### config.mk
export PLATFORM = sky130hd
export DESIGN_NAME = usr_deser
export DESIGN_NICKNAME = d
export VERILOG_FILES = /design/src/rtl/usr_pkg.sv /design/src/rtl/usr_rx_shifter.sv /design/src/rtl/usr_deser.sv
export SDC_FILE = /design/constraint.sdc
export NUM_CORES = 1
export LEC_CHECK = 0
export CAP_MARGIN = 20
export CORE_AREA = 2 2 41 52
export CTS_BUF_LIST = sky130_fd_sc_hd__clkbuf_16
export DETAILED_ROUTE_END_ITERATION = 10
export DIE_AREA = 0 0 43 54
export MAX_ROUTING_LAYER = met4
export PLACE_DENSITY = 0.72
export SYNTH_ARGS = -nofsm -noshare
export SYNTH_HDL_FRONTEND = slang
export SYNTH_SLANG_ARGS = --single-unit
### constraint.sdc
create_clock -name clk -period 1.8 [get_ports clk]
set_clock_uncertainty 0.05 [all_clocks]
set_input_delay 0.18 -clock clk [delete_from_list [all_inputs] [get_ports clk]]
set_output_delay 0.18 -clock clk [all_outputs]
set_load 0.01 [all_outputs]
### src/rtl/usr_pkg.sv
// Shared types and line-level constants for the serial frame receiver.
package usr_pkg;

  typedef enum logic [1:0] {
    IDLE   = 2'd0,
    DATA   = 2'd1,
    PARITY = 2'd2,
    STOP   = 2'd3
  } state_t;

  localparam logic START_BIT  = 1'b0;
  localparam logic STOP_BIT   = 1'b1;
  localparam logic IDLE_LEVEL = 1'b1;

endpackage

### src/rtl/usr_rx_shifter.sv
// Serial-in shift register with selectable direction and a running XOR of shifted-in bits.
module usr_rx_shifter #(
  parameter int unsigned WIDTH     = 4,
  parameter bit          MSB_FIRST = 1'b1
) (
  input  logic             clk,
  input  logic             reset,
  input  logic             clr,
  input  logic             en,
  input  logic             din,
  output logic [WIDTH-1:0] q,
  output logic             x
);

  // clr restarts the XOR for a new frame; en shifts one bit in.
  always_ff @(posedge clk or negedge reset) begin
    if (!reset) begin
      q <= '0;
      x <= 1'b0;
    end else if (clr) begin
      q <= '0;
      x <= 1'b0;
    end else if (en) begin
      if (MSB_FIRST) q <= {q[WIDTH-2:0], din};
      else           q <= {din, q[WIDTH-1:1]};
      x <= x ^ din;
    end
  end

endmodule

### src/rtl/usr_deser.sv
// Framed serial receiver: start, WIDTH data bits, optional even parity, stop;
// good words go to a one-entry valid/ready holding register.
module usr_deser
  import usr_pkg::*;
#(
  parameter int unsigned WIDTH     = 4,
  parameter bit          MSB_FIRST = 1'b1,
  parameter bit          PARITY_EN = 1'b1
) (
  input  logic             clk,
  input  logic             reset,
  input  logic             sin,
  input  logic             sin_en,
  output logic [WIDTH-1:0] dout,
  output logic             dout_valid,
  input  logic             dout_ready,
  output logic             par_err,
  output logic             frm_err,
  output logic             overrun,
  output logic             busy
);

  localparam int unsigned CW = $clog2(WIDTH + 1);

  state_t           state;
  state_t           state_nx;
  logic [CW-1:0]    cnt;
  logic [WIDTH-1:0] word;
  logic             dx;
  logic             pe;

  logic start_hit;
  logic shift_hit;
  logic last_bit;
  logic stop_hit;
  logic good_hit;
  logic load_hit;

  assign start_hit = sin_en && (state == IDLE) && (sin == START_BIT);
  assign shift_hit = sin_en && (state == DATA);
  assign last_bit  = (cnt == CW'(WIDTH - 1));
  assign stop_hit  = sin_en && (state == STOP);
  assign good_hit  = stop_hit && (sin == STOP_BIT);
  assign load_hit  = good_hit && (!dout_valid || dout_ready);

  usr_rx_shifter #(
    .WIDTH     (WIDTH),
    .MSB_FIRST (MSB_FIRST)
  ) u_shifter (
    .clk   (clk),
    .reset (reset),
    .clr   (start_hit),
    .en    (shift_hit),
    .din   (sin),
    .q     (word),
    .x     (dx)
  );

  always_ff @(posedge clk or negedge reset) begin
    if (!reset) state <= IDLE;
    else        state <= state_nx;
  end

  // Transitions only advance on strobe cycles.
  always_comb begin
    state_nx = state;
    if (sin_en) begin
      case (state)
        IDLE:    if (sin == START_BIT) state_nx = DATA;
        DATA:    if (last_bit) state_nx = PARITY_EN ? PARITY : STOP;
        PARITY:  state_nx = STOP;
        STOP:    state_nx = IDLE;
        default: state_nx = IDLE;
      endcase
    end
  end

  always_ff @(posedge clk or negedge reset) begin
    if (!reset)         cnt <= '0;
    else if (start_hit) cnt <= '0;
    else if (shift_hit) cnt <= last_bit ? '0 : cnt + CW'(1);
  end

  always_ff @(posedge clk or negedge reset) begin
    if (!reset)
      pe <= 1'b0;
    else if (start_hit)
      pe <= 1'b0;
    else if (PARITY_EN && sin_en && (state == PARITY))
      pe <= sin ^ dx;
  end

  // Holding register and status flags; a load wins over a same-cycle drain.
  always_ff @(posedge clk or negedge reset) begin
    if (!reset) begin
      dout       <= '0;
      dout_valid <= 1'b0;
      par_err    <= 1'b0;
      frm_err    <= 1'b0;
      overrun    <= 1'b0;
      busy       <= 1'b0;
    end else begin
      frm_err <= stop_hit && (sin != STOP_BIT);
      overrun <= good_hit && !load_hit;
      busy    <= (state_nx != IDLE);
      if (load_hit) begin
        dout       <= word;
        par_err    <= pe;
        dout_valid <= 1'b1;
      end else if (dout_valid && dout_ready) begin
        dout_valid <= 1'b0;
      end
    end
  end

endmodule
==> results of run 1 <==
path summary, 6_finish.rpt:
check,end,cells past startpoint
setup reg to reg,cnt[0]$_DFFE_PN0P_,3
hold reg to reg,cnt[2]$_DFFE_PN0P_,1
hold / removal,u_shifter.x$_DFFE_PN0P_,2
min in group clk,cnt[2]$_DFFE_PN0P_,1
setup / recovery,dout[2]$_DFFE_PN0P_,4
max in group asynchronous,u_shifter.q[1]$_DFFE_PN0P_,2
per-layer routing:
layer	vias up	global-route usage	wire length [um]
met3	2	0.0302	45
met1	280	0.173	613
met5	-	-	0
met2	10	0.237	694
met4	0	0.0758	19
li1	270	-	-
worst max-delay path, delay by kind of cell:
kind	cells	cell delay, ps
buffers and inverters	1	640
muxes	1	320
and+or+nand+nor	2	400
Yosys cell counts:
cell / count / area, um2
sky130_fd_sc_hd__a22o_1: 5 / 43.8
sky130_fd_sc_hd__o21ai_0: 3 / 15.0
sky130_fd_sc_hd__nor2b_4: 1 / 13.8
sky130_fd_sc_hd__a32o_1: 1 / 10.0
sky130_fd_sc_hd__a21oi_1: 1 / 5.00
sky130_fd_sc_hd__nor3_1: 1 / 5.00
sky130_fd_sc_hd__nor2_1: 3 / 11.3
sky130_fd_sc_hd__nand3_1: 1 / 5.00
sky130_fd_sc_hd__and3b_1: 1 / 8.76
sky130_fd_sc_hd__buf_6: 1 / 11.3
sky130_fd_sc_hd__dfrtp_1: 20 / 500
sky130_fd_sc_hd__a21boi_0: 2 / 15.0
sky130_fd_sc_hd__nand2_1: 3 / 11.3
sky130_fd_sc_hd__inv_1: 3 / 11.3
sky130_fd_sc_hd__ha_1: 1 / 12.5
sky130_fd_sc_hd__a21o_1: 2 / 15.0
sky130_fd_sc_hd__nand4_4: 1 / 21.3
sky130_fd_sc_hd__mux2_4: 6 / 90.1
sky130_fd_sc_hd__o22a_1: 1 / 8.76
sky130_fd_sc_hd__o21a_1: 1 / 7.51
sky130_fd_sc_hd__and2_1: 1 / 6.26
sky130_fd_sc_hd__nand2b_1: 5 / 31.3
sky130_fd_sc_hd__nor2b_1: 1 / 6.26
kinds of logic (layout without fill, tap and decap cells):
group	count (synthesis)	count (layout)
simple gates	18	18
flops	20	20
compound gates	16	16
mux	6	6
fa+ha+maj	1	1
buf+inv	4	22
through the flow:
step,area (um2),std cells
final,1100,103
after global routing,1100,103
after CTS,1100,103
after detailed placement,1020,99
after global placement,1020,99
after floorplan,866,65
final cells by class:
class	instances	share of cell area
clock buffers	3	0.0680
clock inverters	1	0.00340
inverters	3	0.0102
multi-input cells	41	0.311
flip-flops and latches	20	0.454
well taps	20	0.0227
repair buffers	15	0.132
where the power goes:
part           switching [W]  total (W)  internal, W
sequential          0.000138   0.000745     0.000608
combinational       0.000195   0.000499     0.000304
clock               0.000148   0.000443     0.000295
state kept, by name, indices dropped and copies added, names as in the netlist:
signal and flops:
dout 4, u_shifter.q 4, cnt 3, state 2
busy 1, dout_valid 1, frm_err 1, overrun 1
par_err 1, pe 1, u_shifter.x 1
==> metrics.txt, run 1 <==
Post-Route Utilization=0.583; detailed-placement wirelength estimate=around 1000 um; dominant combinational cell family by area after synthesis=compound AO/OA/AOI/OAI gates; proportion of synthesized area in mux cells=0.104; Static Leakage=between 0.5 and 0.6 nW; post-synthesis share of cell area spent on xor and xnor gates=0; maximum fanout encountered on the critical timing path=8; number of placement rows=18; Syn Nets=roughly 70; routed wire length=1370 um; crit path time final=approximately 1500 ps; final hold slack=about 220 ps; TritonCTS Buffers=3; Port Buffers=13; relative area change from synthesis to final layout=27.5%; slack of the critical path=between 300 and 400 ps; clock tree from TritonCTS=done; area used by multi-input combinational logic=roughly 340 um2; cts hold-fix bufs=0; post-synthesis compound-gate area fraction=0.139; register bit count reported by yosys=20; unrepaired setup endpoints after global routing=no; via count of the first global-routing pass=between 500 and 600; upper clock frequency limit=686 MHz; combined flip-flop and latch cell area=roughly 500 um2; synthesized area per cell=around 13 um2; Crit path largest cell delay=640 ps; ant diodes=0; first-pass iteration count of the detailed router=3; share of the cycle needed by the critical path after routing=0.810; initial core utilization=0.458; cell chosen for the clock root=sky130_fd_sc_hd__clkbuf_16; internal reg-to-reg setup slack=about 380 ps; critical-path cell with the highest stage delay=sky130_fd_sc_hd__clkdlybuf4s50_1; layout cell share with drive strength beyond 1=0.157; Bufs on Longest Clock Path=2; WP data arrival=1540 ps; nature of the critical path endpoint=flop; result of the run=finished clean; Worst Setup Start Kind=input port; post-synthesis sequential area ratio=0.578; Num Clock Sinks=20; CTS clk-pin slew, worst paths=around 50 ps; post-synthesis simple-gate area fraction=0.139; number of max-capacitance violations reported=0; Die X-Extent=43 um; number of nets with antenna violations after detailed routing=0; Via density=5.46; total vias in the final route=between 500 and 600; post-synth design cell area=about 870 um2; most common cell after layout, fill and taps aside=sky130_fd_sc_hd__dfrtp_1; GR Util All Layers=0.147; transition time of the tightest slew-check pin=slightly above 300 ps; Sum Neg Setup Slack=0 ps; first-pass GRT wire length=roughly 2400 um; YS warnings=0; Adder-Cell Fraction of Synth Area=0.0145; count of H-tree levels built during CTS=1; chip height=roughly 54 um; final-report hold violation count=0; Clk Latency, worst-skew pair=250 ps; Post-CTS Resized=0; number of DRC markers in iteration 0=3; Post-CTS Setup Repair Bufs=0; setup violation total in the final timing report=0; critical path, cell by cell=clkdlybuf4s50_1 -> nand4_4 -> nor2b_4 -> mux2_4; instance count of the mapped netlist=65; worst hold path type=in -> async; residual overflow from global routing=0; total power=about 0.0017 W; source of the critical timing path=sin_en; dpl ws=between 70 and 80 ps; Critical Setup Path Class=in -> reg; pin count of the biggest net entering global routing=21; cell area power density=between 1500 and 2000 nW/um2; final estimated routing congestion in global placement=0.778; total I/O pin count=14; initial antenna violation count=0; area of the placeable core=roughly 1900 um2; Max Slew Vio Count=0; final net count=90; data required time at the worst endpoint=~1900 ps; die area=roughly 2300 um2; worst slew margin relative to its limit=0.795; most frequent cells in the layout=sky130_fd_sc_hd__dfrtp_1 (20), sky130_fd_sc_hd__clkdlybuf4s50_1 (13), sky130_fd_sc_hd__mux2_4 (6); layout filler cell count=151; origin of the critical flop-to-flop path=state[1]$_DFF_PN0_; DRC=0; post-synth cell types=23; worst voltage drop across the vdd grid=roughly 0.83 mV; post-DR wirelength/cell=between 10 and 15 um
(Power assumes the default switching activity.)
==> run 2: changes to the inputs <==
clock period = 1.5 ns   (was 1.8 ns; I/O delays follow)
==> run 2 against run 1 <==
  * Sequential power up 20%
  * Global-route usage up 1.0 points
  * Non-clock buffer count up 6
  * Largest power group unchanged
==> metrics.txt, run 2 (same netlist as run 1, synthesis figures left out) <==
result of the run=finished clean; Post-Route Utilization=0.621 (+0.0377); data required time at the worst endpoint=1300 ps (-580 ps); number of placement rows=18 (unchanged); total power=0.00227 W (+34%); Non-Filler Instances=109 (+5.8%); cell chosen for the clock root=sky130_fd_sc_hd__clkbuf_16; wire length on met1=606 um (-1.1%); worst voltage drop across the vdd grid=1.12 mV (+34%); count of H-tree levels built during CTS=1 (unchanged); unrepaired setup endpoints after global routing=no; clock tree from TritonCTS=done; layout filler cell count=159 (+5.3%); number of max-capacitance violations reported=0 (unchanged); dpl ws=-143 ps (-221 ps); upper clock frequency limit=roughly 740 MHz; Die X-Extent=43 um (unchanged); worst slew margin relative to its limit=0.822 (+0.0270); crit path time final=between 1000 and 1500 ps; worst hold path type=in -> async; first-pass iteration count of the detailed router=4 (+1); Post-CTS Setup Repair Bufs=0 (unchanged); via count of the first global-routing pass=583 (+1.7%); residual overflow from global routing=0 (unchanged); transition time of the tightest slew-check pin=267 ps (-40.5 ps); TritonCTS Buffers=3 (unchanged); Met2 Routed Length=760 um (+9.5%); internal reg-to-reg setup slack=150 ps (-230 ps); total vias in the final route=575 (+2.3%); cell area power density=1930 nW/um2 (+26%); Post-CTS Resized=0 (unchanged); critical-path cell with the highest stage delay=sky130_fd_sc_hd__clkdlybuf4s50_1; Static Leakage=0.567 nW (+7.8%); final estimated routing congestion in global placement=0.731 (-6.0%); area of the placeable core=1890 um2 (unchanged); Bufs on Longest Clock Path=2 (unchanged); number of DRC markers in iteration 0=4 (+1); chip height=54 um (unchanged); DRC=0 (unchanged); Critical Setup Path Class=reg -> out; ant diodes=0 (unchanged); Crit path largest cell delay=550 ps (-90 ps); share of the cycle needed by the critical path after routing=0.907; initial core utilization=0.458 (unchanged); GR Util All Layers=0.157 (+0.0100); Worst path top cell family by delay=buffers and inverters; WP data arrival=1160 ps (-380 ps); Clk Latency, worst-skew pair=250 ps (about the same); post-DR wirelength/cell=13.6 um (+2.1%); final net count=96 (+6.7%); maximum fanout encountered on the critical timing path=2 (-6); relative area change from synthesis to final layout=35.7%; setup violation total in the final timing report=0 (unchanged); most common cell after layout, fill and taps aside=sky130_fd_sc_hd__dfrtp_1; routed wire length=1480 um (+8.0%); largest registers=dout x4, u_shifter.q x4, cnt x3; top layer used by detailed routing=met4; met3 routed wirelength=58 um (+29%); cts hold-fix bufs=0 (unchanged); final-report hold violation count=0 (unchanged); slack of the critical path=140 ps (-202 ps); nature of the critical path endpoint=output port; detailed-placement wirelength estimate=1110 um (+6.7%); Via density=5.28 (-3.3%); critical path, cell by cell=clkdlybuf4s50_1; CTS clk-pin slew, worst paths=60 ps (about the same); layout cell share with drive strength beyond 1=0.225 (+0.0681); first-pass GRT wire length=2500 um (+2.8%); Worst Setup Start Kind=flop; most frequent cells in the layout=sky130_fd_sc_hd__dfrtp_1 (20), sky130_fd_sc_hd__clkdlybuf4s50_1 (13), sky130_fd_sc_hd__buf_4 (8); Max Slew Vio Count=0 (unchanged); total I/O pin count=14 (unchanged); Num Clock Sinks=20 (unchanged); Crit path buffers/inverters=1 (unchanged); die area=2320 um2 (unchanged); number of cells in the design after placement=105 (+6.1%); number of nets with antenna violations after detailed routing=0 (unchanged); pin count of the biggest net entering global routing=21 (unchanged); initial antenna violation count=0 (unchanged); Port Buffers=13 (unchanged)
[run 2: cell count changes in the layout (fill, tap and decap cells not counted)]
cell                        delta
sky130_fd_sc_hd__buf_4         +6
sky130_fd_sc_hd__bufinv_16     +1
sky130_fd_sc_hd__clkinv_1      -1
[run 2: metrics by stage]
step                      hold slack [ps]  setup TNS [ps]  cell area [um2]
after floorplan                      -196               0              866
after global placement                410            -642             1070
after detailed placement              421            -921             1070
after CTS                             197               0             1170
after global routing                  219               0             1170
final                                 184               0             1170
[run 2: area by class of cell]
cell class | instances | area, um2 | area share
clock buffer | 3 | 75.1 | 0.0639
clock inverter | 1 | 30.0 | 0.0256
inverter | 3 | 11.3 | 0.00958
multi-input combinational | 41 | 343 | 0.292
sequential | 20 | 500 | 0.426
tap | 20 | 25.0 | 0.0213
timing repair buffer | 21 | 190 | 0.162
[run 2: power breakdown]
group | internal, W | switching, W
Combinational | 0.000403 | 0.000245
Sequential | 0.000729 | 0.000165
Clock | 0.000529 | 0.000199
[run 2: per-layer routing]
layer | vias to the layer above | track usage
met4 | 0 | 0.106
met5 | - | -
li1 | 277 | -
met1 | 280 | 0.166
met2 | 13 | 0.260
met3 | 5 | 0.0369
[run 2: path summary, 6_finish.rpt]
kind                       cells after the start                 from             endpoint
setup / recovery                               1  par_err$_DFFE_PN0P_              par_err
hold / removal                                 2                reset  dout[2]$_DFFE_PN0P_
setup reg to reg                               3   state[0]$_DFF_PN0_  par_err$_DFFE_PN0P_
hold reg to reg                                1   cnt[2]$_DFFE_PN0P_   cnt[2]$_DFFE_PN0P_
max in group asynchronous                      2                reset    overrun$_DFF_PN0_
min in group clk                               1   cnt[2]$_DFFE_PN0P_   cnt[2]$_DFFE_PN0P_
